### config.mk
export PLATFORM = sky130hd
export DESIGN_NAME = uart_rx
export DESIGN_NICKNAME = d
export VERILOG_FILES = /design/src/rtl/uart_rx.sv
export SDC_FILE = /design/constraint.sdc
export NUM_CORES = 1
export LEC_CHECK = 0
export CORE_MARGIN = 8
export CORE_UTILIZATION = 30
export CTS_BUF_LIST = sky130_fd_sc_hd__clkbuf_4 sky130_fd_sc_hd__clkbuf_8 sky130_fd_sc_hd__clkbuf_16
export DETAILED_ROUTE_END_ITERATION = 7
export GPL_ROUTABILITY_DRIVEN = 0
export GPL_TIMING_DRIVEN = 1
export SLEW_MARGIN = 10
export SYNTH_ARGS = -nofsm -noshare
export SYNTH_HDL_FRONTEND = slang
export SYNTH_SLANG_ARGS = --single-unit
### constraint.sdc
create_clock -name sys_clk -period 2.8 [get_ports sys_clk]
set_clock_uncertainty 0.15 [all_clocks]
set_input_delay 0.56 -clock sys_clk [delete_from_list [all_inputs] [get_ports sys_clk]]
set_output_delay 0.56 -clock sys_clk [all_outputs]
set_load 0.005 [all_outputs]
### src/rtl/uart_rx.sv
// UART receiver: 2-flop synchroniser, tick/sub-tick bit timing,
// 8 data bits LSB first, optional 9th bit, pending/overflow/framing flags.
module uart_rx (
  input  logic        sys_clk,
  input  logic        sys_rst,
  input  logic        uart_en,
  input  logic [15:0] uart_baud,
  input  logic        uart_div_sel,
  input  logic        uart_prty_en,
  input  logic        uart_rxie,
  input  logic        uart_rxd,
  input  logic        uart_rxpnd_clr,
  output logic [7:0]  rxbuf,
  output logic        rx_9bit,
  output logic        uart_rxpnd,
  output logic        rx_frm_err,
  output logic        rx_ovf,
  output logic        rx_busy,
  output logic        uart_rx_int
);

  typedef enum logic [2:0] {
    IDLE,
    START,
    DATA,
    BIT9,
    STOP
  } state_t;

  state_t      state;
  state_t      state_nxt;

  logic        rxd_s1;
  logic        rxd_s2;
  logic        rxd_s3;
  logic        start_edge;

  logic [15:0] cnt;
  logic [1:0]  sub;
  logic [1:0]  sub_last;
  logic [1:0]  sub_smp;
  logic        tick;
  logic        smp;
  logic        adv;
  logic        cnt_clr;

  logic [2:0]  bit_cnt;
  logic [7:0]  shreg;
  logic        bit9_r;
  logic        done;

  always_ff @(posedge sys_clk or posedge sys_rst) begin
    if (sys_rst) begin
      rxd_s1 <= 1'b1;
      rxd_s2 <= 1'b1;
      rxd_s3 <= 1'b1;
    end else begin
      rxd_s1 <= uart_rxd;
      rxd_s2 <= rxd_s1;
      rxd_s3 <= rxd_s2;
    end
  end

  assign start_edge = rxd_s3 & ~rxd_s2;

  always_comb begin
    sub_last = uart_div_sel ? 2'd2 : 2'd3;
    sub_smp  = uart_div_sel ? 2'd1 : 2'd2;
    tick     = (cnt == uart_baud);
    smp      = tick & (sub == sub_smp);
    adv      = tick & (sub == sub_last);
  end

  always_ff @(posedge sys_clk or posedge sys_rst) begin
    if (sys_rst) begin
      state <= IDLE;
    end else begin
      state <= state_nxt;
    end
  end

  always_comb begin
    state_nxt = state;
    if (!uart_en) begin
      state_nxt = IDLE;
    end else begin
      unique case (state)
        IDLE: begin
          if (start_edge) state_nxt = START;
        end
        START: begin
          if (smp && rxd_s2) state_nxt = IDLE;
          else if (adv)      state_nxt = DATA;
        end
        DATA: begin
          if (adv && bit_cnt == 3'd7)
            state_nxt = uart_prty_en ? BIT9 : STOP;
        end
        BIT9: begin
          if (adv) state_nxt = STOP;
        end
        STOP: begin
          // leave mid-bit so a back-to-back start edge is not missed
          if (smp) state_nxt = IDLE;
        end
        default: state_nxt = IDLE;
      endcase
    end
  end

  always_comb begin
    rx_busy     = (state != IDLE);
    uart_rx_int = uart_rxpnd & uart_rxie;
    done        = uart_en & (state == STOP) & smp;
    cnt_clr     = ~uart_en | (state == IDLE) | (state_nxt == IDLE);
  end

  always_ff @(posedge sys_clk or posedge sys_rst) begin
    if (sys_rst) begin
      cnt <= 16'd0;
      sub <= 2'd0;
    end else if (cnt_clr) begin
      cnt <= 16'd0;
      sub <= 2'd0;
    end else if (tick) begin
      cnt <= 16'd0;
      sub <= (sub == sub_last) ? 2'd0 : sub + 2'd1;
    end else begin
      cnt <= cnt + 16'd1;
    end
  end

  always_ff @(posedge sys_clk or posedge sys_rst) begin
    if (sys_rst) begin
      bit_cnt <= 3'd0;
      shreg   <= 8'd0;
      bit9_r  <= 1'b0;
    end else begin
      if (state == START) begin
        bit_cnt <= 3'd0;
        bit9_r  <= 1'b0;
      end
      if (state == DATA && adv)
        bit_cnt <= bit_cnt + 3'd1;
      if (state == DATA && smp)
        shreg <= {rxd_s2, shreg[7:1]};
      if (state == BIT9 && smp)
        bit9_r <= rxd_s2;
    end
  end

  always_ff @(posedge sys_clk or posedge sys_rst) begin
    if (sys_rst) begin
      rxbuf      <= 8'd0;
      rx_9bit    <= 1'b0;
      uart_rxpnd <= 1'b0;
      rx_frm_err <= 1'b0;
      rx_ovf     <= 1'b0;
    end else if (done && (uart_rxpnd_clr || !uart_rxpnd)) begin
      rxbuf      <= shreg;
      rx_9bit    <= uart_prty_en & bit9_r;
      uart_rxpnd <= 1'b1;
      rx_frm_err <= ~rxd_s2;
      if (uart_rxpnd_clr) rx_ovf <= 1'b0;
    end else if (done) begin
      rx_ovf <= 1'b1;
    end else if (uart_rxpnd_clr) begin
      uart_rxpnd <= 1'b0;
      rx_frm_err <= 1'b0;
      rx_ovf     <= 1'b0;
    end
  end

endmodule

==> run metrics <==
vias=1835; Clock Power Share=0.348; CTS Buf Count=5; Rows=33; most instantiated library cell after synthesis=dfrtp_1; Critical Path AT=2.73 ns; Area contributors post-synth=dfrtp_1, xor2_1, mux2_2; Max FO, Critical Path=8; clk sinks=48; Reg clk slew, reported paths=0.09 ns; Internal Power=974 uW; net switching power=295 uW; Final Hold Vio Count=0; Logic pwr share=0.099; pre-CTS setup slack=-0.354 ns; DP HPWL=3960 um; initial antenna violation count=0; Skew-Pair Late Insertion Delay=0.30 ns; fin crit period=2.69 ns; GR Overflow Total=0; Max Cap Violations=0; Flop pwr share=0.553; post-synthesis average cell area=10.6 sq um; first-pass GRT wire length=9210 um; RSZ-0062 raised after global routing=no; Initial Utilization=0.302; Max Fclk=372 MHz; Syn Nets=256; Synth async-reset ratio=1.00; GRT Util Overall=0.0979; synth-to-layout area growth=34.3%; Setup CP Type=primary input to register; PwrDens=389 mW/mm^2; Synthesis Warnings=0; worst hold path class=register to register; Gate Count Post-Synth=229; vias in the first global route=1986; critical path startpoint category=primary input; Die Area=0.0112 sq mm; Peak supply drop=0.205 mV; synth unique cells=42; # nets final=311; layout cells sized above 1=0.204; Post-DRT Antenna Nets=0; Pre-antenna DRT Iters=6; Worst Tran Pin Value=0.488 ns; largest net degree at the start of global routing=28; crit path capture type=register; WL per Instance=13.6 um; Root Driver=clkbuf_8; Synth top area share=0.463; EDFF count, synth=0; area of the core=0.00805 sq mm; Tcrit/Tclk final=0.960; leading register cell type out of synthesis=dfrtp_1; outcome=finished, final reports clean; final setup violation count=0; total wire length=5290 um; final hold slack=0.215 ns; CTS tree=built; Leak=0.00154 uW; top post-synthesis cells by count=dfrtp_1, nor2_1, xor2_1; Final Instance Count excl. Fillers=390; register area share after synthesis=0.496; slew margin rel.=0.674; Mapped Area=0.00243 sq mm; DRC=0; H-tree Lvls=2; initial drt markers=60; min-delay src=rxd_s1; Layout fillers=801; Critical Path Source=uart_baud[5]; ANT cells=0; Fin Setup TNS=0 ns; clk buf depth=2; Sw Share=0.232; Die Height=106 um; die width=106 um; worst path required time=2.84 ns; number of port buffers=37; worst r2r src=cnt[6]; final-report max-slew violation count=0; leading area contributor after synthesis=dfrtp_1; final setup margin=0.113 ns; post-DR vias/cell=4.71; dpl cells=379; I/O pin total=38; #FFs+latches synth=48
[logic make-up (layout without fill, tap and decap cells)]
| logic type | count (synthesis) | in the layout | synth area share |
|---|---|---|---|
| XOR/XNOR | 29 | 29 | 0.105 |
| adder cells (fa/ha/maj) | 3 | 3 | 0.0154 |
| flip-flops | 48 | 48 | 0.496 |
| buffers and inverters | 12 | 68 | 0.0232 |
| AND/OR/NAND/NOR | 87 | 87 | 0.181 |
| AO/OA/AOI/OAI | 33 | 33 | 0.102 |
| multiplexers | 17 | 17 | 0.0783 |
[power by group through the flow]
stage | Combinational, uW | Clock, uW | Sequential, uW
after global routing | 139 | 485 | 703
after floorplan | 52.6 | 0 | 715
after CTS | 118 | 453 | 702
after global placement | 116 | 0 | 716
after detailed placement | 117 | 0 | 715
final | 126 | 441 | 702
[state kept, by name, indices dropped and copies added, names as in the netlist, 2 cells and up]
signal	flops
state	3
sub	2
rxbuf	8
bit_cnt	3
cnt	16
shreg	8
[layout by cell type, fill, tap and decap left out, types with 2 or more instances in the layout]
cell	Yosys	routed
a21oi_1	4	4
a22oi_1	2	2
a31oi_1	2	2
and2_1	3	3
and3_1	7	7
buf_12	0	2
buf_4	0	13
clkbuf_8	0	6
clkdlybuf4s50_1	0	24
dfrtp_1	45	45
dfstp_2	3	3
dlymetal6s2s_1	0	13
ha_1	3	3
inv_1	6	5
mux2_2	16	16
nand2_1	16	15
nand2b_1	4	4
nand3_1	7	7
nand4_1	3	3
nor2_1	28	28
nor2b_1	2	2
nor3_1	2	2
nor3b_1	2	2
nor4_1	4	3
o211ai_1	3	3
o21ai_0	9	9
o2bb2ai_1	3	3
o31ai_4	2	2
or3_1	3	2
or3b_2	2	2
xnor2_1	8	8
xor2_1	21	21
[metrics by stage]
step | util | total power [uW] | instance area [sq um]
final | 0.405 | 1270 | 3260
after global routing | 0.405 | 1330 | 3260
after CTS | 0.389 | 1270 | 3130
after detailed placement | 0.376 | 833 | 3030
after global placement | 0.376 | 832 | 3030
after floorplan | - | 767 | 2430
[worst paths after layout]
path | slack (ns) | to | cells after the start
min reg2reg | 0.22 | rxd_s2 | 0
max | 0.11 | cnt[8] | 11
min in group asynchronous | 0.45 | shreg[5] | 2
min | 0.22 | rxd_s2 | 0
max reg2reg | 0.18 | cnt[8] | 10
max in group asynchronous | 1.47 | rxd_s2 | 3
[worst max-delay path, cell delays in order]
cell and delay, ns:
clkdlybuf4s50_1 0.41, xor2_1 0.14, nor4_1 0.17, buf_4 0.16
nand4_1 0.14, buf_6 0.19, o211ai_1 0.24, a31oi_4 0.14
o31ai_4 0.31, clkbuf_16 0.22, nor3b_1 0.05
[what timing repair did]
item | CTS | global route
pin swaps | 0 | 11
hold buffers | 0 | 0
endpoints found under the setup margin | 4 | 36
setup buffers | 0 | 2
cloned | 0 | 1
gates resized for setup | 1 | 25
[final cells by class]
type,count,area [sq um],share of cell area
sequential,48,1200,0.369
inverter,6,22.5,0.00690
clock inverter,1,7.51,0.00230
timing repair buffer,54,577,0.177
clock buffer,7,90.1,0.0276
tap,105,131,0.0402
multi-input combinational,169,1230,0.377
[routing by layer]
metal / share of wire / up-vias / global-route usage
met5: 0 / - / 0
met4: 0.0043 / 0 / 0.0201
met2: 0.48 / 35 / 0.152
li1: - / 903 / -
met1: 0.48 / 895 / 0.133
met3: 0.041 / 2 / 0.0260
Note: power is estimated with default switching activity, not from simulation.
